[src/rtl/line_mem_pkg.sv]
// Shared types and width helpers for the line memory controller.
// Holds the controller state enum plus constant functions that turn the
// cache geometry parameters into derived widths (words per line, line
// width, line address width) and a minimum-1 clog2 used for counters.
package line_mem_pkg;

  typedef enum logic [1:0] {IDLE, DELAY, XFER, ACK} lm_state_e;

  function automatic int words_f(input int lwa);
    return 1 << lwa;
  endfunction

  function automatic int line_w_f(input int lwa);
    return 32 * (1 << lwa);
  endfunction

  function automatic int mem_addr_len_f(input int tag_len, input int idx_len);
    return tag_len + idx_len;
  endfunction

  // Bits needed to index n distinct values, never less than 1.
  function automatic int clog2w(input int n);
    return (n <= 2) ? 1 : $clog2(n);
  endfunction

  function automatic int max_f(input int a, input int b);
    return (a > b) ? a : b;
  endfunction

endpackage

[src/rtl/line_mem_ctrl_if.sv]
// Bus bundle between the requesters/RAM side and line_mem_ctrl.
//   req_valid/req_we/req_addr/req_wline : per-channel line requests (flat)
//   ack/rd_line/busy                    : completion pulse, last read line, status
//   ram_addr/ram_din/ram_we/ram_dout    : single-port word RAM port
// master = requesters + RAM model, slave = controller.
interface line_mem_ctrl_if
  import line_mem_pkg::*;
#(
  parameter int NCH               = 2,
  parameter int TAG_LEN           = 2,
  parameter int INDEX_ADDR_LEN    = 6,
  parameter int LINEWORD_ADDR_LEN = 2
);
  localparam int MAW    = mem_addr_len_f(TAG_LEN, INDEX_ADDR_LEN);
  localparam int LINE_W = line_w_f(LINEWORD_ADDR_LEN);
  localparam int RAW    = MAW + LINEWORD_ADDR_LEN;

  logic [NCH-1:0]        req_valid;
  logic [NCH-1:0]        req_we;
  logic [NCH*MAW-1:0]    req_addr;
  logic [NCH*LINE_W-1:0] req_wline;
  logic [NCH-1:0]        ack;
  logic [LINE_W-1:0]     rd_line;
  logic                  busy;
  logic [RAW-1:0]        ram_addr;
  logic [31:0]           ram_din;
  logic                  ram_we;
  logic [31:0]           ram_dout;

  modport master (
    output req_valid, req_we, req_addr, req_wline, ram_dout,
    input  ack, rd_line, busy, ram_addr, ram_din, ram_we
  );

  modport slave (
    input  req_valid, req_we, req_addr, req_wline, ram_dout,
    output ack, rd_line, busy, ram_addr, ram_din, ram_we
  );

endinterface

[src/rtl/line_mem_ctrl_rr_arbiter.sv]
// Combinational round-robin arbiter.
//   req_i     : request vector
//   ptr_i     : highest-priority channel this round
//   gnt_oh_o  : one-hot grant (first set request at or after ptr_i, cyclic)
//   gnt_idx_o : index of the granted channel
//   gnt_vld_o : any request present
module rr_arbiter #(
  parameter int NCH = 2,
  parameter int PW  = 1
) (
  input  logic [NCH-1:0] req_i,
  input  logic [PW-1:0]  ptr_i,
  output logic [NCH-1:0] gnt_oh_o,
  output logic [PW-1:0]  gnt_idx_o,
  output logic           gnt_vld_o
);

  logic [PW-1:0] c;

  always_comb begin
    gnt_oh_o  = '0;
    gnt_idx_o = '0;
    gnt_vld_o = 1'b0;
    c         = '0;
    for (int i = 0; i < NCH; i++) begin
      c = PW'((int'(ptr_i) + i) % NCH);
      if (!gnt_vld_o && req_i[c]) begin
        gnt_vld_o   = 1'b1;
        gnt_oh_o[c] = 1'b1;
        gnt_idx_o   = c;
      end
    end
  end

endmodule

[src/rtl/line_mem_ctrl.sv]
// Block-granular main-memory controller.
// Serves whole-line reads/writes from NCH requesters (round-robin), models a
// programmable access latency, then bursts one word per cycle to an external
// synchronous single-port word RAM with RAM_RD_LAT read latency.
//   clk, rstn : clock, async active-low reset
//   bus       : line_mem_ctrl_if slave (request side + RAM side)
module line_mem_ctrl
  import line_mem_pkg::*;
#(
  parameter int NCH               = 2,
  parameter int TAG_LEN           = 2,
  parameter int INDEX_ADDR_LEN    = 6,
  parameter int LINEWORD_ADDR_LEN = 2,
  parameter int RD_LAT            = 16,
  parameter int WR_LAT            = 16,
  parameter int RAM_RD_LAT        = 1
) (
  input  logic            clk,
  input  logic            rstn,
  line_mem_ctrl_if.slave  bus
);

  localparam int LWA    = LINEWORD_ADDR_LEN;
  localparam int WORDS  = words_f(LWA);
  localparam int LINE_W = line_w_f(LWA);
  localparam int MAW    = mem_addr_len_f(TAG_LEN, INDEX_ADDR_LEN);
  localparam int PW     = clog2w(NCH);
  localparam int DW     = clog2w(max_f(RD_LAT, WR_LAT) + 1);
  localparam int XW     = LWA + clog2w(RAM_RD_LAT + 1);

  localparam logic [DW-1:0] RD_LAT_C = DW'(RD_LAT);
  localparam logic [DW-1:0] WR_LAT_C = DW'(WR_LAT);
  localparam logic [XW-1:0] WORDS_C  = XW'(WORDS);
  localparam logic [XW-1:0] RRL_C    = XW'(RAM_RD_LAT);
  localparam logic [XW-1:0] WR_LAST  = XW'(WORDS - 1);
  localparam logic [XW-1:0] RD_LAST  = XW'(WORDS - 1 + RAM_RD_LAT);

  typedef struct packed {
    logic                   we;
    logic [MAW-1:0]         addr;
    logic [WORDS-1:0][31:0] wline;
  } req_t;

  lm_state_e              state_q, state_d;
  logic [PW-1:0]          ptr_q, ptr_d;
  logic [NCH-1:0]         gnt_q;
  req_t                   req_q;
  logic [DW-1:0]          dcnt_q, dcnt_d;
  logic [XW-1:0]          xcnt_q, xcnt_d;
  logic [WORDS-1:0][31:0] buf_q, buf_d;
  logic [WORDS-1:0][31:0] rd_line_q;

  req_t                   ch_req [NCH];
  logic [NCH-1:0]         gnt_oh;
  logic [PW-1:0]          gnt_idx;
  logic                   gnt_vld;
  logic                   grant;
  logic [DW-1:0]          lat_sel;
  logic [XW-1:0]          xfer_last;
  logic                   issue;
  logic                   cap_en, cap_last;
  logic [LWA-1:0]         cap_slot;

  for (genvar g = 0; g < NCH; g++) begin : g_ch
    assign ch_req[g].we    = bus.req_we[g];
    assign ch_req[g].addr  = bus.req_addr[g*MAW +: MAW];
    assign ch_req[g].wline = bus.req_wline[g*LINE_W +: LINE_W];
  end

  rr_arbiter #(.NCH(NCH), .PW(PW)) u_arb (
    .req_i     (bus.req_valid),
    .ptr_i     (ptr_q),
    .gnt_oh_o  (gnt_oh),
    .gnt_idx_o (gnt_idx),
    .gnt_vld_o (gnt_vld)
  );

  // Pointer moves just past the winner; with NCH=1 this is constant 0.
  assign ptr_d     = (gnt_idx == PW'(NCH - 1)) ? '0 : gnt_idx + PW'(1);
  assign lat_sel   = ch_req[gnt_idx].we ? WR_LAT_C : RD_LAT_C;
  // Reads stay in XFER RAM_RD_LAT extra cycles to drain the RAM pipeline.
  assign xfer_last = req_q.we ? WR_LAST : RD_LAST;

  always_comb begin
    state_d = state_q;
    dcnt_d  = dcnt_q;
    xcnt_d  = xcnt_q;
    grant   = 1'b0;
    unique case (state_q)
      IDLE: begin
        if (gnt_vld) begin
          grant  = 1'b1;
          xcnt_d = '0;
          if (lat_sel == '0) begin
            state_d = XFER;
          end else begin
            state_d = DELAY;
            dcnt_d  = lat_sel;
          end
        end
      end
      DELAY: begin
        // Loaded with LAT, leaves when it hits 0: exactly LAT cycles here.
        dcnt_d = dcnt_q - 1'b1;
        if (dcnt_q == DW'(1)) state_d = XFER;
      end
      XFER: begin
        if (xcnt_q == xfer_last) begin
          state_d = ACK;
          xcnt_d  = '0;
        end else begin
          xcnt_d = xcnt_q + 1'b1;
        end
      end
      ACK:     state_d = IDLE;
      default: state_d = IDLE;
    endcase
  end

  // Word k is addressed on XFER cycle k; its read data returns on cycle
  // k+RAM_RD_LAT, so the capture slot trails the counter by RAM_RD_LAT.
  assign issue    = (state_q == XFER) && (xcnt_q < WORDS_C);
  assign cap_en   = (state_q == XFER) && !req_q.we && (xcnt_q >= RRL_C);
  assign cap_last = cap_en && (xcnt_q == RD_LAST);
  assign cap_slot = LWA'(xcnt_q - RRL_C);

  always_comb begin
    buf_d           = buf_q;
    buf_d[cap_slot] = bus.ram_dout;
  end

  always_ff @(posedge clk or negedge rstn) begin
    if (!rstn) begin
      state_q   <= IDLE;
      ptr_q     <= '0;
      gnt_q     <= '0;
      req_q     <= '0;
      dcnt_q    <= '0;
      xcnt_q    <= '0;
      buf_q     <= '0;
      rd_line_q <= '0;
    end else begin
      state_q <= state_d;
      dcnt_q  <= dcnt_d;
      xcnt_q  <= xcnt_d;
      if (grant) begin
        ptr_q <= ptr_d;
        gnt_q <= gnt_oh;
        req_q <= ch_req[gnt_idx];
      end
      if (cap_en) buf_q <= buf_d;
      // Published line only changes once the whole read has landed.
      if (cap_last) rd_line_q <= buf_d;
    end
  end

  assign bus.ack      = (state_q == ACK) ? gnt_q : '0;
  assign bus.busy     = (state_q != IDLE);
  assign bus.rd_line  = rd_line_q;
  assign bus.ram_addr = issue ? {req_q.addr, xcnt_q[LWA-1:0]} : '0;
  assign bus.ram_we   = issue && req_q.we;
  assign bus.ram_din  = (issue && req_q.we) ? req_q.wline[xcnt_q[LWA-1:0]] : '0;

endmodule

[src/flat_wrapper.sv]
// flat-port wrapper written by rule: the top's interface ports become plain ports
module line_mem_ctrl_flat import line_mem_pkg::*;
#(
  parameter int NCH               = 2,
  parameter int TAG_LEN           = 2,
  parameter int INDEX_ADDR_LEN    = 6,
  parameter int LINEWORD_ADDR_LEN = 2,
  parameter int RD_LAT            = 16,
  parameter int WR_LAT            = 16,
  parameter int RAM_RD_LAT        = 1
)
  (clk, rstn, bus_req_valid, bus_req_we, bus_req_addr, bus_req_wline, bus_ram_dout, bus_ack, bus_rd_line, bus_busy, bus_ram_addr, bus_ram_din, bus_ram_we);
  line_mem_ctrl_if #(.NCH(NCH), .TAG_LEN(TAG_LEN), .INDEX_ADDR_LEN(INDEX_ADDR_LEN), .LINEWORD_ADDR_LEN(LINEWORD_ADDR_LEN)) bus_i ();
  input  logic clk;
  input  logic rstn;
  input wire logic [$bits(bus_i.req_valid)-1:0] bus_req_valid;
  input wire logic [$bits(bus_i.req_we)-1:0] bus_req_we;
  input wire logic [$bits(bus_i.req_addr)-1:0] bus_req_addr;
  input wire logic [$bits(bus_i.req_wline)-1:0] bus_req_wline;
  input wire logic [$bits(bus_i.ram_dout)-1:0] bus_ram_dout;
  output wire logic [$bits(bus_i.ack)-1:0] bus_ack;
  output wire logic [$bits(bus_i.rd_line)-1:0] bus_rd_line;
  output wire logic [$bits(bus_i.busy)-1:0] bus_busy;
  output wire logic [$bits(bus_i.ram_addr)-1:0] bus_ram_addr;
  output wire logic [$bits(bus_i.ram_din)-1:0] bus_ram_din;
  output wire logic [$bits(bus_i.ram_we)-1:0] bus_ram_we;
  assign bus_i.req_valid = bus_req_valid;
  assign bus_i.req_we = bus_req_we;
  assign bus_i.req_addr = bus_req_addr;
  assign bus_i.req_wline = bus_req_wline;
  assign bus_i.ram_dout = bus_ram_dout;
  assign bus_ack = bus_i.ack;
  assign bus_rd_line = bus_i.rd_line;
  assign bus_busy = bus_i.busy;
  assign bus_ram_addr = bus_i.ram_addr;
  assign bus_ram_din = bus_i.ram_din;
  assign bus_ram_we = bus_i.ram_we;
  line_mem_ctrl #(.NCH(NCH), .TAG_LEN(TAG_LEN), .INDEX_ADDR_LEN(INDEX_ADDR_LEN), .LINEWORD_ADDR_LEN(LINEWORD_ADDR_LEN), .RD_LAT(RD_LAT), .WR_LAT(WR_LAT), .RAM_RD_LAT(RAM_RD_LAT)) u_core (.clk(clk), .rstn(rstn), .bus(bus_i));
endmodule
[config.mk]
export PLATFORM = sky130hd
export DESIGN_NAME = line_mem_ctrl_flat
export DESIGN_NICKNAME = d
export VERILOG_FILES = /design/src/rtl/line_mem_pkg.sv /design/src/rtl/line_mem_ctrl_if.sv /design/src/rtl/line_mem_ctrl_rr_arbiter.sv /design/src/rtl/line_mem_ctrl.sv /design/src/flat_wrapper.sv
export SDC_FILE = /design/constraint.sdc
export NUM_CORES = 1
export LEC_CHECK = 0
export ABC_AREA = 1
export CORE_MARGIN = 2
export CORE_UTILIZATION = 49
export DETAILED_ROUTE_END_ITERATION = 12
export PLACE_DENSITY = 0.81
export RECOVER_POWER = 50
export SLEW_MARGIN = 30
export SYNTH_ARGS = -nofsm -noshare
export SYNTH_HDL_FRONTEND = slang
export SYNTH_HIERARCHICAL = 1
export SYNTH_SLANG_ARGS = --single-unit
[constraint.sdc]
create_clock -name clk -period 2.6 [get_ports clk]
set_input_delay 0.52 -clock clk [delete_from_list [all_inputs] [get_ports clk]]
set_output_delay 0.52 -clock clk [all_outputs]
set_load 0.1 [all_outputs]
## Word-level counts from Yosys, hierarchy flattened

Index checks and enable logic that the tools add are counted.

- Output and inout port bits: 174
- Word-level logic and storage cells: 101
- Bits in registers: 406
- Bits of input ports: 310

- Add/subtract/negate cells: 5
- Bitwise operators: 2
- Equality and inequality tests: 9
- Muxes and demuxes: 38
- Reductions and logical operators: 18
- $lt $le $gt $ge: 10

Operator list:

| kind | number |
|---|---|
| $mux W137 | 3 |
| $bwmux W128 | 1 |
| $mux W32 | 3 |
| $bmux W32 S2 | 1 |
| $demux W32 S2 | 1 |
| $mux W1 | 13 |
| $mux W2 | 6 |
| $mux W10 | 1 |
| $pmux W5 S2 | 1 |
| $logic_and A1 B1 Y1 | 9 |
| $mux W3 | 3 |
| $pmux W2 S4 | 1 |
| $lt A2 B3 Y1 const B | 2 |
| $ne A2 B1 Y1 const B | 3 |
| $pmux W3 S2 | 1 |
| $reduce_bool A2 Y1 | 3 |
| $eq A5 B1 Y1 const B | 1 |
| $mux W5 | 1 |
| $sub A5 B1 Y5 const B | 1 |
| $eq A2 B2 Y1 const B | 2 |
| $lt A1 B2 Y1 const B | 2 |
| $reduce_and A2 Y1 | 2 |
| $add A3 B1 Y3 const B | 1 |
| $eq A3 B3 Y1 | 1 |
| 15 further kinds | 19 |

## Logic depth before layout (Yosys ltp)

- Depth after elaboration: 10
- Mapped depth: 13
- Mapped depth without buffers: 9

## Modules after synthesis

Netlist, hierarchy kept.

Modules (own cells, without submodules):

| module | area each (sq um) | sequential area each (sq um) | instances | cells an instance |
|---|---|---|---|---|
| line_mem_ctrl | 18232.5 | 10159.7 | 1 | 2015 |
| rr_arbiter | 30.0 | 0.0 | 1 | 7 |

## Least setup slack after synthesis

OpenSTA, ideal clock, no wires.

- Path kind: register -> output
- From: register u_core.state_q[0]
- To: output bus_ram_din[0]
- Arrival: 2.635 ns
- Buffers on the path: 1
- Required time: 2.080 ns
- Slack: -0.555 ns
- Stages on the path, launching flop included: 8
- Cells stage by stage: dfrtp_1 -> inv_1 -> ha_1 -> inv_1 -> nor2_1 -> nand2_1 -> clkbuf_1 -> a21oi_1

- Word-level cells in the longest chain between the ends: 4

RTL lines:

| element | RTL line | source |
|---|---|---|
| from (decl) | line_mem_ctrl.sv:44 | `lm_state_e state_q, state_d;` |
| from (signal assigned) | line_mem_ctrl.sv:143 | `state_q <= state_d;` |
| $eq A2 B2 Y1 | line_mem_ctrl.sv:122 | `assign issue = (state_q == XFER) && (xcnt_q < WORDS_C);` |
| $logic_and A1 B1 Y1 | line_mem_ctrl.sv:122 |  |
| $logic_and A1 B1 Y1 | line_mem_ctrl.sv:162 | `assign bus.ram_din = (issue && req_q.we) ? req_q.wline[xcnt_q[LWA-1:0]] : '0;` |
| $mux W32 | line_mem_ctrl.sv:162 |  |
| to (decl) | flat_wrapper.sv:25 | `output wire logic [$bits(bus_i.ram_din)-1:0] bus_ram_din;` |

Every way passes these cells.

## Worst setup path in the final report

- From: register u_core.xcnt_q[0]
- To: output bus_ram_din[17]

- Word-level cells in the longest chain between the ends: 4
- Elaborated cells on any way between the ends: 6
- Those cells by class: order compare (1); mux (3); reduce/logical (2)

RTL lines:

| element | RTL line | source |
|---|---|---|
| from (decl) | line_mem_ctrl.sv:49 | `logic [XW-1:0] xcnt_q, xcnt_d;` |
| from (signal assigned) | line_mem_ctrl.sv:145 | `xcnt_q <= xcnt_d;` |
| $lt A3 B3 Y1 | line_mem_ctrl.sv:122 |  |
| $logic_and A1 B1 Y1 | line_mem_ctrl.sv:122 |  |
| $logic_and A1 B1 Y1 | line_mem_ctrl.sv:162 |  |
| $mux W32 (*) | line_mem_ctrl.sv:162 |  |

Every way passes the cells marked *; elsewhere a longest branch is shown, timed or not. The select of a mux whose other input is x is not followed.

==> out/results.ini <==
[run_status]
status=finished with violations
violations=negative setup slack

[floorplanning]
rows=70
ioPinCount=484
die-area_um2=38800
coreArea_um2=36700
die_x_um=197
dieHeight_um=197
initial_utilization=0.498

[cells_and_area]
multi_input_area_um2=7540
drive_gt1_frac=0.154
final_nets=2793
fill_cells=2611
postLayoutCellArea_um2=25900
instances_no_fill=2983
final-seq-area_um2=10200
syn_to_final_growth_pct=41.6

[placed_design]
place_ws_ns=0.236
portBuffers=483
gp_congestion=0.949
placedInstanceArea_um2=24000
dp.cells=2883
post-dp-hpwl_um=44600

[timing]
drv_slew=0
final.min_clock_period_ns=2.67
setup_viol=8
hold_ws_ns=0.482
fmax_ghz=0.375
hold_viol_final=0
worstMarginPinSlew_ns=1.16
rsz0062_at_grt=yes
slew_headroom=0.227
period_share=1.03
final.setup_skew_ns=0.0166
layout_setup_ws_ns=-0.0683

[worst_setup_path]
cp_cell_sequence=buf_4 -> o21ai_1 -> a21oi_4 -> buf_12
timing.rr.start=u_core/state_q[0]
r2r_slack_ns=0.07
crit_fanout=15
critical_path.max_stage_delay_ns=0.57
criticalPathCategory=reg2out
arrival_ns=2.15
cp_slowest_cell=o21ai_1
cp.required_ns=2.08
start_kind=register
endpoint_kind=primary output
cp-startpoint=u_core/xcnt_q[0]

[pwr]
switching_share=0.495
pwr-share-seq=0.295
max-vdd-ir-drop_mv=0.777
p_comb_frac=0.528
leakagePower_nw=11.5
pwr_density_cell_nw_per_um2=1420
p_switching_mw=18.2
clock_power_share=0.177
p_int_mw=18.5

[detailed_routing]
ant_nets=0
drt_iter0_drc=1496
wire_per_inst_um=21.2
firstDrtPassIters=7
routed_wl_um=63400
vias=17100
drc_errors=0
routed_via_density=5.74

[hold_path]
hp-start=u_core/bus.rd_line[91]
hp-class=reg2reg

[synth]
syn-cell-area_um2=18300
syn-num-nets=2343
synthDistinctLibCells=24
ys_seq_elements=406
yosysWarningCount=6
seq_area_frac_synth=0.556
avgSynthCellArea_um2=9.03
netlist_instances=2022

[flow_run]
cap_violations=0

[global_route]
grt_pass1_wl_um=96000
grt_pass1_vias=17300
grt_usage=0.322
antenna_found_initial=13
grt_max_degree=75
grt-ovfl-total=0

[cts]
htree_num_levels=2
cts_root_buffer=clkbuf_16
path_clk_slew_ns=0.06
cts.sinks=406
clockBufferDepth=3
cts_tree=yes
insertion_delay_ns=0.56
cts_buffers=42

## repair_timing
item,4_1_cts,5_1_grt
hold buffers,1,0
gates resized for setup,91,52
buffers inserted,5,5
endpoints found under the hold margin,64,0
gates cloned,3,1
pin swaps,4,5
endpoints found under the setup margin,43,42
## layout by cell type (no fill, tap or decap), drive strengths merged
cell type / count
clkinv: 9
nand4: 3
o22ai: 74
inv: 96
dfrtp: 406
o21ai: 399
diode: 10
mux2i: 128
nand3: 12
clkinvlp: 2
ha: 11
nand2: 349
dlygate4sd3: 1
clkbuf: 135
a21oi: 230
buf: 176
nor2: 157
clkdlybuf4s50: 308
bufinv: 7
nor3: 1
o21bai: 1
## cells by family (layout without fill, tap and decap cells)
group / count (synthesis) / in the layout / synth area share
buffers and inverters: 251 / 734 / 0.0588
AO/OA/AOI/OAI: 704 / 704 / 0.198
other: 0 / 10 / 0
adder cells (fa/ha/maj): 11 / 11 / 0.00754
flip-flops: 406 / 406 / 0.556
AND/OR/NAND/NOR: 522 / 522 / 0.109
multiplexers: 128 / 128 / 0.0702
## power groups by stage
stage	combinational, mW	clock, mW	sequential, mW
6_report	19.4	6.51	10.8
5_1_grt	20.5	6.85	11.1
4_1_cts	19.2	6.59	10.7
3_5_place_dp	18.4	0	10.8
3_3_place_gp	18.0	0	10.6
2_1_floorplan	7.95	0	15.5
## state kept, by name, indices dropped and copies added, names as in the netlist
signal / flops
u_core/buf_q: 128
u_core/dcnt_q: 5
u_core/ptr_q: 1
u_core/req_q: 137
u_core/state_q: 2
u_core/bus.rd_line: 128
u_core/xcnt_q: 3
u_core/gnt_q: 2
## layout make-up
| type | instances | area share |
|---|---|---|
| clock inverter | 19 | 0.0126 |
| inverter | 95 | 0.0143 |
| tap | 468 | 0.0226 |
| sequential | 406 | 0.393 |
| multi-input combinational | 1365 | 0.292 |
| clock buffer | 58 | 0.0453 |
| antenna | 10 | 0.000968 |
| timing repair buffer | 562 | 0.220 |
## synthesized netlist by cell type (all sizes together)
cell type	n	area share
a21oi	230	0.063
buf	77	0.023
clkbuf	79	0.016
clkinv	2	0.00041
dfrtp	406	0.56
ha	11	0.0075
inv	93	0.019
mux2i	128	0.070
nand2	349	0.072
nand3	12	0.0033
nand4	3	0.0010
nor2	157	0.032
nor3	1	0.00027
o21ai	399	0.11
o21bai	1	0.00041
o22ai	74	0.025
## metrics by stage
step	utilization	power, mW	setup TNS, ns
2_1_floorplan	-	23.4	-17.53
3_3_place_gp	0.654	28.7	0
3_5_place_dp	0.654	29.2	0
5_1_grt	0.704	38.4	-2.36
4_1_cts	0.708	36.6	-0.844
6_report	0.705	36.7	-0.241
## critical path: cells and delay by family, from the launching register on
family                 cells  cell delay (ns)
buffers and inverters      2             0.41
AOI/OAI and AO/OA          2             0.71
DFF                        1             0.46
## final timing paths
path / to / cells past startpoint
hold reg to reg: u_core/bus.rd_line[91] / 2
hold / removal: u_core/bus.rd_line[91] / 2
setup / recovery: bus_ram_din[17] / 4
setup reg to reg: u_core/req_q[42] / 8
max in group asynchronous: u_core/buf_q[23] / 3
min in group asynchronous: u_core/bus.rd_line[37] / 2
## metal layers
| metal | share of wire | vias to the layer above | track usage | wire (µm) |
|---|---|---|---|---|
| li1 | - | 7780 | - | - |
| met2 | 0.49 | 880 | 0.538 | 31000 |
| met5 | 0.00082 | - | 0 | 52 |
| met4 | 0.061 | 8 | 0.194 | 3900 |
| met3 | 0.084 | 191 | 0.0715 | 5330 |
| met1 | 0.36 | 8278 | 0.382 | 23100 |
Note: power is estimated with default switching activity, not from simulation.
